--- config.mk ---
export PLATFORM = sky130hd
export DESIGN_NAME = flit_injector_flat
export DESIGN_NICKNAME = d
export VERILOG_FILES = /design/src/rtl/flit_injector_if.sv /design/src/rtl/flit_injector.sv /design/src/flat_wrapper.sv
export SDC_FILE = /design/constraint.sdc
export NUM_CORES = 1
export LEC_CHECK = 0
export CORE_UTILIZATION = 45
export DETAILED_ROUTE_END_ITERATION = 12
export PLACE_DENSITY = 0.82
export RECOVER_POWER = 100
export SYNTH_ARGS = -nofsm -noshare
export SYNTH_HDL_FRONTEND = slang
export SYNTH_SLANG_ARGS = --single-unit
export TNS_END_PERCENT = 30
--- constraint.sdc ---
create_clock -name clk -period 3.5 [get_ports clk]
set_input_delay 0.525 -clock clk [delete_from_list [all_inputs] [get_ports clk]]
set_output_delay 0.525 -clock clk [all_outputs]
set_load 0.005 [all_outputs]
--- src/rtl/flit_injector_if.sv ---
// Packet-request, payload and flit-output signals between a traffic source, flit_injector and a router port.
// The master modport is the injector side; the slave modport is the source/router side.
interface flit_injector_if #(
  parameter int DATA_WIDTH = 8,
  parameter int TYPE_WIDTH = 2,
  parameter int DEST_WIDTH = 2
);
  logic                             pkt_valid;
  logic                             pkt_ready;
  logic [DEST_WIDTH-1:0]            pkt_dest;
  logic [DATA_WIDTH-TYPE_WIDTH-1:0] payload_data;
  logic                             payload_valid;
  logic                             payload_ready;
  logic [DATA_WIDTH-1:0]            data_out;
  logic                             valid_out;
  logic                             ready_out;
  logic                             busy;

  modport master (
    input  pkt_valid, pkt_dest, payload_data, payload_valid, ready_out,
    output pkt_ready, payload_ready, data_out, valid_out, busy
  );

  modport slave (
    output pkt_valid, pkt_dest, payload_data, payload_valid, ready_out,
    input  pkt_ready, payload_ready, data_out, valid_out, busy
  );
endinterface

--- src/rtl/flit_injector.sv ---
// Turns a packet request plus payload words into HEAD/BODY.../TAIL flits; SRC_ID_EN puts INDEX into the head.
// Latency: one register stage, a handshake at edge k drives data_out/valid_out from edge k.
// Backpressure: a presented flit holds until ready_out; both request readies follow the free output slot.
module flit_injector #(
  parameter int N             = 4,
  parameter int INDEX         = 1,
  parameter int DATA_WIDTH    = 8,
  parameter int TYPE_WIDTH    = 2,
  parameter int DEST_WIDTH    = 2,
  parameter int FlitPerPacket = 6
) (
  input  logic             clk,
  input  logic             rst,
  flit_injector_if.master  bus
);

  localparam int PAY_W = DATA_WIDTH - TYPE_WIDTH;
  localparam int CNT_W = $clog2(FlitPerPacket);
  localparam logic [CNT_W-1:0]      LAST_CNT  = CNT_W'(FlitPerPacket - 2);
  localparam logic [TYPE_WIDTH-1:0] TYPE_HEAD = TYPE_WIDTH'(1);
  localparam logic [TYPE_WIDTH-1:0] TYPE_BODY = TYPE_WIDTH'(2);
  localparam logic [TYPE_WIDTH-1:0] TYPE_TAIL = TYPE_WIDTH'(3);

`ifdef SRC_ID_EN
  localparam bit SRC_FITS = (2 * DEST_WIDTH) <= PAY_W;
`else
  localparam bit SRC_FITS = 1'b1;
`endif
  localparam bit CFG_OK = (FlitPerPacket >= 2) && (INDEX < N) &&
                          (N <= (1 << DEST_WIDTH)) && SRC_FITS;

  generate
    if (!CFG_OK) begin : g_cfg_err
      $error("flit_injector: unsupported parameter combination");
    end
  endgenerate

  typedef enum logic {IDLE, PAYLOAD} state_t;

  state_t                state_q, state_d;
  logic [CNT_W-1:0]      cnt_q, cnt_d;
  logic [DATA_WIDTH-1:0] data_q, data_d;
  logic                  valid_q, valid_d;
  logic                  slot_free;
  logic                  pkt_ready;
  logic                  payload_ready;
  logic [DATA_WIDTH-1:0] head_flit;

  always_comb begin
    head_flit                              = '0;
    head_flit[DATA_WIDTH-1 -: TYPE_WIDTH]  = TYPE_HEAD;
    head_flit[DEST_WIDTH-1:0]              = bus.pkt_dest;
`ifdef SRC_ID_EN
    head_flit[2*DEST_WIDTH-1 -: DEST_WIDTH] = DEST_WIDTH'(INDEX);
`endif
  end

  always_comb begin
    slot_free     = !valid_q || bus.ready_out;
    state_d       = state_q;
    cnt_d         = cnt_q;
    data_d        = data_q;
    // An occupied slot that is not taken keeps its flit; a free slot empties unless reloaded below.
    valid_d       = slot_free ? 1'b0 : valid_q;
    pkt_ready     = 1'b0;
    payload_ready = 1'b0;

    case (state_q)
      IDLE: begin
        pkt_ready = slot_free;
        if (bus.pkt_valid && slot_free) begin
          data_d  = head_flit;
          valid_d = 1'b1;
          cnt_d   = '0;
          state_d = PAYLOAD;
        end
      end
      PAYLOAD: begin
        payload_ready = slot_free;
        if (bus.payload_valid && slot_free) begin
          valid_d = 1'b1;
          if (cnt_q == LAST_CNT) begin
            data_d  = {TYPE_TAIL, bus.payload_data};
            cnt_d   = '0;
            state_d = IDLE;
          end else begin
            data_d  = {TYPE_BODY, bus.payload_data};
            cnt_d   = cnt_q + 1'b1;
          end
        end
      end
      default: begin
        state_d = IDLE;
      end
    endcase
  end

  always_ff @(posedge clk or negedge rst) begin
    if (!rst) begin
      state_q <= IDLE;
      cnt_q   <= '0;
      data_q  <= '0;
      valid_q <= 1'b0;
    end else begin
      state_q <= state_d;
      cnt_q   <= cnt_d;
      data_q  <= data_d;
      valid_q <= valid_d;
    end
  end

  assign bus.data_out      = data_q;
  assign bus.valid_out     = valid_q;
  assign bus.busy          = (state_q == PAYLOAD);
  assign bus.pkt_ready     = pkt_ready;
  assign bus.payload_ready = payload_ready;

endmodule
--- src/flat_wrapper.sv ---
// flat-port wrapper written by rule: the top's interface ports become plain ports
module flit_injector_flat 
#(
  parameter int N             = 4,
  parameter int INDEX         = 1,
  parameter int DATA_WIDTH    = 8,
  parameter int TYPE_WIDTH    = 2,
  parameter int DEST_WIDTH    = 2,
  parameter int FlitPerPacket = 6
)
  (clk, rst, bus_pkt_valid, bus_pkt_dest, bus_payload_data, bus_payload_valid, bus_ready_out, bus_pkt_ready, bus_payload_ready, bus_data_out, bus_valid_out, bus_busy);
  flit_injector_if #(.DATA_WIDTH(DATA_WIDTH), .TYPE_WIDTH(TYPE_WIDTH), .DEST_WIDTH(DEST_WIDTH)) bus_i ();
  input  logic clk;
  input  logic rst;
  input wire logic [$bits(bus_i.pkt_valid)-1:0] bus_pkt_valid;
  input wire logic [$bits(bus_i.pkt_dest)-1:0] bus_pkt_dest;
  input wire logic [$bits(bus_i.payload_data)-1:0] bus_payload_data;
  input wire logic [$bits(bus_i.payload_valid)-1:0] bus_payload_valid;
  input wire logic [$bits(bus_i.ready_out)-1:0] bus_ready_out;
  output wire logic [$bits(bus_i.pkt_ready)-1:0] bus_pkt_ready;
  output wire logic [$bits(bus_i.payload_ready)-1:0] bus_payload_ready;
  output wire logic [$bits(bus_i.data_out)-1:0] bus_data_out;
  output wire logic [$bits(bus_i.valid_out)-1:0] bus_valid_out;
  output wire logic [$bits(bus_i.busy)-1:0] bus_busy;
  assign bus_i.pkt_valid = bus_pkt_valid;
  assign bus_i.pkt_dest = bus_pkt_dest;
  assign bus_i.payload_data = bus_payload_data;
  assign bus_i.payload_valid = bus_payload_valid;
  assign bus_i.ready_out = bus_ready_out;
  assign bus_pkt_ready = bus_i.pkt_ready;
  assign bus_payload_ready = bus_i.payload_ready;
  assign bus_data_out = bus_i.data_out;
  assign bus_valid_out = bus_i.valid_out;
  assign bus_busy = bus_i.busy;
  flit_injector #(.N(N), .INDEX(INDEX), .DATA_WIDTH(DATA_WIDTH), .TYPE_WIDTH(TYPE_WIDTH), .DEST_WIDTH(DEST_WIDTH), .FlitPerPacket(FlitPerPacket)) u_core (.clk(clk), .rst(rst), .bus(bus_i));
endmodule
# [Yosys cells after proc, flatten, opt, wreduce, memory -nomap -nowiden]
# Cells that the tools add are included.
[word_totals] output_inout_bits=12 regBits=13 wordCells=32 in_bits=13
[classes] n_addsub=1 eq_ne=3 mux=18 bitwise=1 reduce_logical=5
[op_table] operator="2-to-1 mux 8 bit" count=2
[op_table] operator="one-hot mux 8 bit (2 select lines)" count=1
[op_table] operator="2-to-1 mux 3 bit" count=3
[op_table] operator="2-to-1 mux 1 bit" count=8
[op_table] operator="2-to-1 mux 7 bit" count=1
[op_table] operator="one-hot mux 3 bit (2 select lines)" count=1
[op_table] operator="one-hot mux 1 bit (2 select lines)" count=2
[op_table] operator="adder 3 x 1 -> 3 bit, second input constant" count=1
[op_table] operator="== test 3 bit, second input constant" count=1
[op_table] operator="logical AND 1 bit" count=2
[op_table] operator="inequality test 2 x 1 -> 1 bit, second input constant" count=1
[op_table] operator="inequality test 2 bit, second input constant" count=1
[op_table] operator="AND reduction 2 bit" count=1
[op_table] operator="logical NOT 1 bit" count=1
[op_table] operator="logical OR 1 bit" count=1
[op_table] operator="inverter 1 bit" count=1

# [Logic depth before layout (Yosys ltp)]
# Gate-level depths: netlist of run 1.
[logic_depth] ltp_word=5 ltp_mapped=5 depth_no_buf=5

# [Worst setup path after synthesis of run 1]
# OpenSTA, ideal clock, no wires.
[synth_timing] path_kind="input -> output" from="input port bus_ready_out" to="output port bus_payload_ready" required_ns=2.975 stages=3 path_buffers=1 arrival_time_ns=0.955 setup_slack_ns=2.020 cell_sequence="nand2b_1 buf_2 and2_1"
[synth_via] elab_chain_cells=2
[synth_rtl] element="start, declared" line="flat_wrapper.sv:19" rtl="input wire logic [$bits(bus_i.ready_out)-1:0] bus_ready_out;"
[synth_rtl] element="logical OR 1 bit" line="flit_injector.sv:59" rtl="slot_free = !valid_q || bus.ready_out;"
[synth_rtl] element="2-to-1 mux 1 bit" line="flit_injector.sv:68" rtl="case (state_q)"
[synth_rtl] element="end, declared" line="flat_wrapper.sv:21" rtl="output wire logic [$bits(bus_i.payload_ready)-1:0] bus_payload_ready;"
# Every way passes these cells.

# [Worst setup path in the final report of run 1]
[layout_timing] from="input port bus_ready_out" to="output port bus_pkt_ready"
[layout_via] elab_chain_cells=2
[layout_rtl] element="logical OR 1 bit" line="flit_injector.sv:59"
[layout_rtl] element="2-to-1 mux 1 bit" line="flit_injector.sv:68"
[layout_rtl] element="end, declared" line="flat_wrapper.sv:20" rtl="output wire logic [$bits(bus_i.pkt_ready)-1:0] bus_pkt_ready;"
# Every way passes these cells.

==> results.py, run 1 <==
metrics = {
    "die": {
        "io_pins": 25,
        "rows": 13,
        "initial_core_util_pct": 49.9,
        "die_w_um": 40.5,
        "dieArea_mm2": 0.00164,
        "die_h_um": 40.5,
        "core_mm2": 0.00133,
    },
    "clock_tree": {
        "cts_root_buf": "clkbuf_4",
        "cts_tree": "done",
        "clkSinkCount": 13,
        "cts_made_buffers": 3,
        "postCtsSetupRepairBufs": 0,
        "clock_latency_ns": 0.28,
        "clk_pin_slew_ns": 0.07,
        "cts-htree-levels": 1,
        "clk_path_buf_depth": 2,
        "cts_resized": 0,
        "cts_hold_buf": 0,
    },
    "layout": {
        "fillers": 111,
        "antenna_cells": 0,
        "areaGrowthSynthToFinish_pct": 34.2,
        "design_area_um2": 893,
        "nNetsFinal": 101,
        "drive_above_1_share_pct": 5.88,
        "regArea_um2": 325,
        "multi_input_area_um2": 272,
    },
    "synth": {
        "synth_top_cell_by_area": "dfrtp_1",
        "synth_flop_cell": "dfrtp_1",
        "synth_top_family_by_area": "simple AND/OR/NAND/NOR gates",
        "synth-edff-count": 0,
        "synth_top_cells_by_count": "dfrtp_1, o21ai_0, nand2_1",
        "yosysWarnings": 0,
        "synth_xor_xnor_area_share_pct": 0,
        "yosys-top-cells-area": "dfrtp_1, o21ai_0, nand4_1, mux2_4, nand2_1",
        "synth_nets": 77,
        "ys_types": 24,
        "avgSynthCellArea_um2": 10.7,
        "syn_area_um2": 666,
        "syn_inst": 62,
        "synth.top_cell.area_share_pct": 48.9,
        "synthMostInstantiatedCell": "dfrtp_1",
        "synthArstFlopShare_pct": 100,
        "synth-seq-cells": 13,
        "synthMuxAreaShare_pct": 12.8,
        "synthAdderAreaFrac_pct": 3.76,
        "synth_compound_area_share_pct": 11.8,
        "ys_seq_area_share_pct": 48.9,
        "synthSimpleGateAreaFrac_pct": 16.5,
    },
    "global_routing": {
        "grt_max_degree": 18,
        "antenna_found_initial": 0,
        "grt_pass1_wl_mm": 2.16,
        "overflow": 0,
        "grt_use_total_pct": 20.9,
        "grt_pass1_vias": 509,
    },
    "setup_path": {
        "start_kind": "input pin",
        "crit_fanout": 9,
        "crit_type": "in -> out",
        "cp.required_ns": 2.97,
        "crit_arrival_ns": 2.20,
        "crit_path_end_kind": "output port",
    },
    "timing": {
        "worst_pin_slew_ns": 0.616,
        "setup_viol": 0,
        "period_share_pct": 78.0,
        "period_needed_ns": 2.73,
        "slew_headroom_pct": 57.7,
        "maxSlewViolCount": 0,
        "finClkSkew_ns": 0.00385,
        "rsz0062_at_grt": "no",
        "hold_viol": 0,
        "setup_tns_ns": 0,
        "fmax_mhz": 366,
    },
    "pwr": {
        "p_leak_nw": 0.396,
        "total_power_uw": 600,
        "power_density_mw_per_mm2": 672,
        "ir_drop_mv": 0.303,
    },
    "routing": {
        "ant_nets": 0,
        "routed_via_density": 5.23,
        "via_count": 523,
        "first_pass_iters": 3,
        "wl_per_cell_um": 13.5,
        "postRouteWirelength_mm": 1.35,
        "drtIter0Drc": 7,
        "remaining_drc_errors": 0,
    },
    "placed_design": {
        "port_buffers": 24,
        "place.gp.congestion": 0.805,
        "dp_hpwl_um": 951,
        "place_area_um2": 895,
    },
    "status": {
        "status": "finished clean",
    },
    "run": {
        "max_cap_violations": 0,
    },
    "hold_path": {
        "hp-class": "reg -> reg",
    },
}
## worst paths after layout
kind,start,endpoint,slack [ns],cells after the start
min reg2reg,u_core.bus.data_out[6],u_core.bus.data_out[6],0.49,1
max reg2reg,u_core.bus.busy,u_core.bus.data_out[0],1.49,3
min,u_core.bus.data_out[6],u_core.bus.data_out[6],0.49,1
max in group asynchronous,rst,u_core.bus.data_out[1],2.45,1
min in group asynchronous,rst,u_core.bus.data_out[3],0.67,1
max,bus_ready_out,bus_pkt_ready,0.77,4
## critical path: stages
cell	delay [ns]
dlygate4sd3_1	0.56
nor2b_1	0.45
nor2_1	0.08
dlygate4sd3_1	0.59
## through the flow
step / setup WS, ns / utilization [%] / std cells / hold slack, ns
CTS: 0.937 / 69.0 / 100 / 0.496
global route: 0.696 / 67.0 / 100 / 0.530
finish: 0.771 / 67.0 / 100 / 0.488
detailed placement: 0.973 / 67.1 / 96 / 0.480
global placement: 1.00 / 67.1 / 96 / 0.475
floorplan: 2.02 / - / 62 / 0.229
## final cells by class
cell class / count / area share, %
inverters: 3 / 1.26
flip-flops and latches: 13 / 36.4
clock buffers: 4 / 2.94
repair buffers: 24 / 26.9
multi-input cells: 41 / 30.4
well taps: 15 / 2.10
## per-layer routing
| metal | up-vias | track usage, % | part of all wire, % |
|---|---|---|---|
| met5 | - | 0 | 0 |
| met4 | 0 | 12.5 | 1.7 |
| met3 | 4 | 5.00 | 5.0 |
| met2 | 15 | 34.5 | 47 |
| met1 | 242 | 24.3 | 46 |
| li1 | 262 | - | - |
## state kept, by name, summed over array words and instances, names as in the netlist
name	flops
u_core.bus.busy	1
u_core.cnt_q	3
u_core.bus.data_out	8
u_core.bus.valid_out	1
## cell usage in the layout, fill, tap and decap left out, drive strengths merged
| cell type | instances |
|---|---|
| clkbuf | 4 |
| dfrtp | 13 |
| nand2b | 1 |
| o31ai | 2 |
| mux2i | 2 |
| nand3 | 1 |
| nor2 | 2 |
| a22o | 1 |
| ha | 2 |
| mux2 | 4 |
| nor3b | 1 |
| nor2b | 1 |
| nand2 | 7 |
| o21ai | 8 |
| clkdlybuf4s50 | 10 |
| nand4 | 6 |
| dlygate4sd3 | 14 |
| a21o | 1 |
| inv | 3 |
| o21a | 1 |
| and2 | 1 |
## power by group
part	internal, mW	total (mW)	leakage [nW]	switching, mW
Combinational	0.146	0.247	0.227	0.101
Clock	0.0442	0.0924	0.0150	0.0482
Sequential	0.211	0.261	0.154	0.0498
## kinds of logic (layout without fill, tap and decap cells)
logic type / Yosys count / after routing
buf+inv: 8 / 31
fa+ha+maj: 2 / 2
flops: 13 / 13
simple gates: 20 / 20
mux: 6 / 6
compound gates: 13 / 13
Note: power is estimated with default switching activity, not from simulation.
==> inputs of run 2 (changes only) <==
--- a/config.mk
+++ b/config.mk
@@ -5,9 +5,9 @@
 export SDC_FILE = /design/constraint.sdc
 export NUM_CORES = 1
 export LEC_CHECK = 0
-export CORE_UTILIZATION = 45
+export CORE_UTILIZATION = 42
 export DETAILED_ROUTE_END_ITERATION = 12
-export PLACE_DENSITY = 0.82
+export PLACE_DENSITY = 0.78
 export RECOVER_POWER = 100
 export SYNTH_ARGS = -nofsm -noshare
 export SYNTH_HDL_FRONTEND = slang
==> constraint.sdc (replaced) <==
create_clock -name clk -period 2.65 [get_ports clk]
set_input_delay 0.3975 -clock clk [delete_from_list [all_inputs] [get_ports clk]]
set_output_delay 0.3975 -clock clk [all_outputs]
set_load 0.005 [all_outputs]
==> run 2 against run 1 <==
Cell count up 2.0%. First-iteration DRC count down 71%. Die area up 6.8%. Worst setup slack worse by 0.42 ns. Register-to-register slack worse by 0.77 ns. Clock-buffer cell count unchanged. Critical path type unchanged. Utilization down 6.6 points. Critical path depth unchanged. Clock power up 34%. Hold slack better by 0.013 ns.
==> results.py, run 2 (synthesized netlist as in run 1, its figures left out) <==
metrics = {
    "status": {
        "status": "finished clean",
    },
    "layout": {
        "largest_reg_flops": 8,
        "final_common_cell": "dfrtp_1",
        "drive_above_1_share_pct": 6.98,
        "regArea_um2": 325,
        "multi_input_area_um2": 272,
        "fillers": 136,
        "final_cell_mix": "dfrtp_1, clkdlybuf4s50_1, dlygate4sd3_1",
        "nNetsFinal": 102,
        "antenna_cells": 0,
        "areaGrowthSynthToFinish_pct": 35.0,
    },
    "setup_path": {
        "crit_arrival_ns": 1.90,
        "crit_path_end_kind": "output port",
        "cpLargestDelayFamily": "buffers and inverters",
        "cp_slowest_stage_delay_ns": 0.55,
        "crit_fanout": 9,
        "crit_type": "in -> out",
        "cp.required_ns": 2.25,
        "crit_chain": "dlygate4sd3_1 > nor2b_1 > nor2_1 > clkdlybuf4s50_1",
        "slowest_stage": "dlygate4sd3_1",
        "worst-path-buf-inv": 2,
        "start_kind": "input pin",
    },
    "routing": {
        "ant_nets": 0,
        "drtIter0Drc": 2,
        "first_pass_iters": 4,
        "routed_via_density": 5.34,
        "via_count": 545,
        "wl_per_cell_um": 13.9,
        "postRouteWirelength_mm": 1.42,
        "remaining_drc_errors": 0,
    },
    "timing": {
        "setup_tns_ns": 0,
        "period_share_pct": 86.6,
        "fmax_mhz": 436,
        "finClkSkew_ns": 0.00392,
        "hold_viol": 0,
        "maxSlewViolCount": 0,
        "rsz0062_at_grt": "no",
        "whs_ns": 0.501,
        "worst_pin_slew_ns": 0.589,
        "setup_viol": 0,
        "slew_headroom_pct": 60.6,
        "period_needed_ns": 2.30,
    },
    "pwr": {
        "power_density_mw_per_mm2": 895,
        "p_leak_nw": 0.394,
        "total_power_uw": 804,
        "ir_drop_mv": 0.482,
    },
    "global_routing": {
        "grt_use_total_pct": 17.8,
        "grt_pass1_vias": 531,
        "grt_pass1_wl_mm": 2.39,
        "overflow": 0,
        "grt_max_degree": 18,
        "antenna_found_initial": 0,
    },
    "placed_design": {
        "port_buffers": 24,
        "dp_hpwl_mm": 1.07,
        "place.gp.congestion": 0.784,
    },
    "clock_tree": {
        "cts_tree": "done",
        "clk_pin_slew_ns": 0.08,
        "cts-htree-levels": 1,
        "clk_path_buf_depth": 2,
        "cts_root_buf": "clkbuf_4",
        "cts_hold_buf": 0,
        "cts_resized": 0,
        "clock_latency_ns": 0.27,
        "cts_made_buffers": 3,
        "postCtsSetupRepairBufs": 0,
        "clkSinkCount": 13,
    },
    "die": {
        "die_w_um": 41.8,
        "rows": 14,
        "die_h_um": 41.8,
        "dieArea_mm2": 0.00175,
        "io_pins": 25,
        "core_mm2": 0.00149,
        "initial_core_util_pct": 44.7,
    },
    "hold_path": {
        "hp-class": "reg -> reg",
    },
    "run": {
        "max_cap_violations": 0,
    },
}
run 2: cell types whose count changed in the layout (fill, tap and decap cells not counted):
cell and change:
clkdlybuf4s50_1 +2, dlygate4sd3_1 -2, clkbuf_1 +1, mux2_1 -1, mux2_2 +1
run 2: layout make-up:
cell class              count  area share [%]
flip-flops and latches     13            36.2
inverters                   3            1.25
multi-input cells          41            30.2
repair buffers             25            27.2
clock buffers               4            2.92
well taps                  16            2.23
run 2: path summary, 6_finish.rpt:
kind	from	endpoint	slack (ns)	cells after the start
setup / recovery	bus_ready_out	bus_pkt_ready	0.35	4
hold / removal	u_core.bus.data_out[6]	u_core.bus.data_out[6]	0.50	1
setup reg to reg	u_core.bus.busy	u_core.bus.data_out[1]	0.72	3
hold reg to reg	u_core.bus.data_out[6]	u_core.bus.data_out[6]	0.50	1
max in group asynchronous	rst	u_core.cnt_q[1]	1.70	1
min in group asynchronous	rst	u_core.bus.data_out[2]	0.56	1
run 2: worst register-to-register path, delay by kind of cell (launching register included):
kind	cells	cell delay (ns)
mux	2	0.93
simple gates	1	0.22
flops	1	0.67
run 2: power by group:
group          switching (mW)  leakage [nW]  internal, mW
logic                   0.135         0.225         0.197
clock network          0.0653        0.0150        0.0582
registers              0.0690         0.154         0.279
run 2: routing by layer:
metal  global-route usage [%]  routed length, um
met5                        0                  0
met4                     3.87                  0
met3                     3.91                 51
met2                     28.7                733
met1                     24.6                630
run 2: through the flow:
step,setup WS [ns],area [um^2],instances,util [%]
global placement,0.415,903,98,60.7
floorplan,1.34,666,62,-
global route,0.247,898,102,60.3
CTS,0.387,930,102,62.4
detailed placement,0.394,903,98,60.7
finish,0.354,898,102,60.3
==> inputs of run 3 (changes only) <==
==> constraint.sdc (replaced) <==
create_clock -name clk -period 2.65 [get_ports clk]
set_input_delay 0.265 -clock clk [delete_from_list [all_inputs] [get_ports clk]]
set_output_delay 0.265 -clock clk [all_outputs]
set_load 0.005 [all_outputs]
==> run 3 against run 2 <==
Clock skew shrank 0.0030 ns. Register-to-register slack is essentially flat. Non-clock buffer count shrank 1. Total power shrank 0.41%. Routed wire length shrank 3.1%. Worst setup slack gained 0.094 ns. Critical path depth is the same. Sequential power is essentially flat. Critical endpoint is now bus_payload_ready.
==> results.py, run 3 (synthesized netlist as in run 1, its figures left out) <==
metrics = {
    "global_routing": {
        "grt_pass1_wl_mm": 2.29,
        "grt_max_degree": 18,
        "grt_pass1_vias": 525,
        "antenna_found_initial": 0,
        "grt_use_total_pct": 17.9,
        "overflow": 0,
    },
    "pwr": {
        "ir_drop_mv": 0.433,
        "p_switching_uw": 269,
        "clkPwrFrac_pct": 15.7,
        "pwr-share-comb_pct": 41.0,
        "power_switching_share_pct": 33.7,
        "total_power_uw": 801,
        "power_density_mw_per_mm2": 895,
        "p_leak_nw": 0.396,
        "pwr-share-seq_pct": 43.3,
        "p_int_uw": 531,
    },
    "setup_path": {
        "crit_path_end_kind": "output port",
        "crit_type": "in -> out",
        "cp.required_ns": 2.38,
        "crit_fanout": 10,
        "start_kind": "input pin",
        "rrSetupSlack_ns": 0.71,
        "crit_arrival_ns": 1.94,
    },
    "clock_tree": {
        "clkSinkCount": 13,
        "clk_path_buf_depth": 2,
        "clk_pin_slew_ns": 0.08,
        "cts_made_buffers": 3,
        "clock_latency_ns": 0.27,
        "cts_resized": 0,
        "postCtsSetupRepairBufs": 0,
        "cts_tree": "done",
        "cts_root_buf": "clkbuf_4",
        "cts_hold_buf": 0,
        "cts-htree-levels": 1,
    },
    "die": {
        "die_w_um": 41.8,
        "io_pins": 25,
        "core_mm2": 0.00149,
        "rows": 14,
        "dieArea_mm2": 0.00175,
        "die_h_um": 41.8,
        "initial_core_util_pct": 44.7,
    },
    "timing": {
        "hold_viol": 0,
        "rsz0062_at_grt": "no",
        "period_needed_ns": 2.20,
        "fmax_mhz": 454,
        "worst_pin_slew_ns": 0.598,
        "maxSlewViolCount": 0,
        "period_share_pct": 83.1,
        "setup_viol": 0,
        "slew_headroom_pct": 60.0,
        "finClkSkew_ns": 0.000931,
        "setup_tns_ns": 0,
    },
    "status": {
        "status": "finished clean",
    },
    "run": {
        "max_cap_violations": 0,
    },
    "layout": {
        "antenna_cells": 0,
        "final_common_cell": "dlygate4sd3_1",
        "final_cell_mix": "dlygate4sd3_1, dfrtp_1, clkdlybuf4s50_1",
        "utilization_pct": 60.1,
        "largest_reg_flops": 8,
        "areaGrowthSynthToFinish_pct": 34.4,
        "nNetsFinal": 101,
        "drive_above_1_share_pct": 7.06,
    },
    "routing": {
        "ant_nets": 0,
        "drtIter0Drc": 3,
        "remaining_drc_errors": 0,
        "via_count": 540,
        "first_pass_iters": 3,
        "routed_via_density": 5.35,
        "wl_per_cell_um": 13.6,
        "postRouteWirelength_mm": 1.37,
    },
    "placed_design": {
        "port_buffers": 24,
        "dp_hpwl_mm": 1.01,
        "place.gp.congestion": 0.778,
    },
    "hold_path": {
        "hp-class": "in -> async",
    },
}
run 3: layout make-up:
type                       instances  area (um^2)
fill                             134          594
multi-input combinational         41          272
timing repair buffer              24          240
inverter                           3         11.3
sequential                        13          325
clock buffer                       4         26.3
tap                               16         20.0
run 3: power groups by stage:
stage | Sequential, mW | Combinational, mW | Clock, mW
floorplan | 0.332 | 0.220 | 0
global placement | 0.356 | 0.372 | 0
detailed placement | 0.360 | 0.382 | 0
CTS | 0.356 | 0.385 | 0.126
global route | 0.362 | 0.361 | 0.136
finish | 0.347 | 0.328 | 0.125
run 3: stage by stage:
| step | setup slack [ns] | hold WS, ns | cell area, um^2 | instances |
|---|---|---|---|---|
| 2_1_floorplan | 1.36 | -0.0306 | 666 | 62 |
| 3_3_place_gp | 0.677 | 0.478 | 896 | 97 |
| 3_5_place_dp | 0.643 | 0.484 | 896 | 97 |
| 4_1_cts | 0.632 | 0.370 | 922 | 101 |
| 5_1_grt | 0.350 | 0.461 | 895 | 101 |
| 6_report | 0.448 | 0.430 | 895 | 101 |
run 3: final timing paths:
| kind | start | end | depth (start not counted) |
|---|---|---|---|
| hold reg to reg | u_core.cnt_q[2] | u_core.cnt_q[2] | 1 |
| hold / removal | rst | u_core.bus.data_out[0] | 1 |
| setup / recovery | bus_ready_out | bus_payload_ready | 4 |
| max in group asynchronous | rst | u_core.cnt_q[1] | 1 |
| min in group clk | u_core.cnt_q[2] | u_core.cnt_q[2] | 1 |
| setup reg to reg | u_core.bus.busy | u_core.bus.data_out[1] | 3 |
run 3: metal layers:
layer | vias up | global-route usage, % | routed length, um
li1 | 263 | - | -
met1 | 261 | 20.9 | 603
met2 | 14 | 30.3 | 699
met3 | 2 | 3.91 | 57
met4 | 0 | 9.68 | 10
met5 | - | 0 | 0
run 3: worst max-delay path, stage by stage:
cell           delay (ns)
dlygate4sd3_1        0.56
nand2b_1             0.31
and2_1               0.24
dlygate4sd3_1        0.57
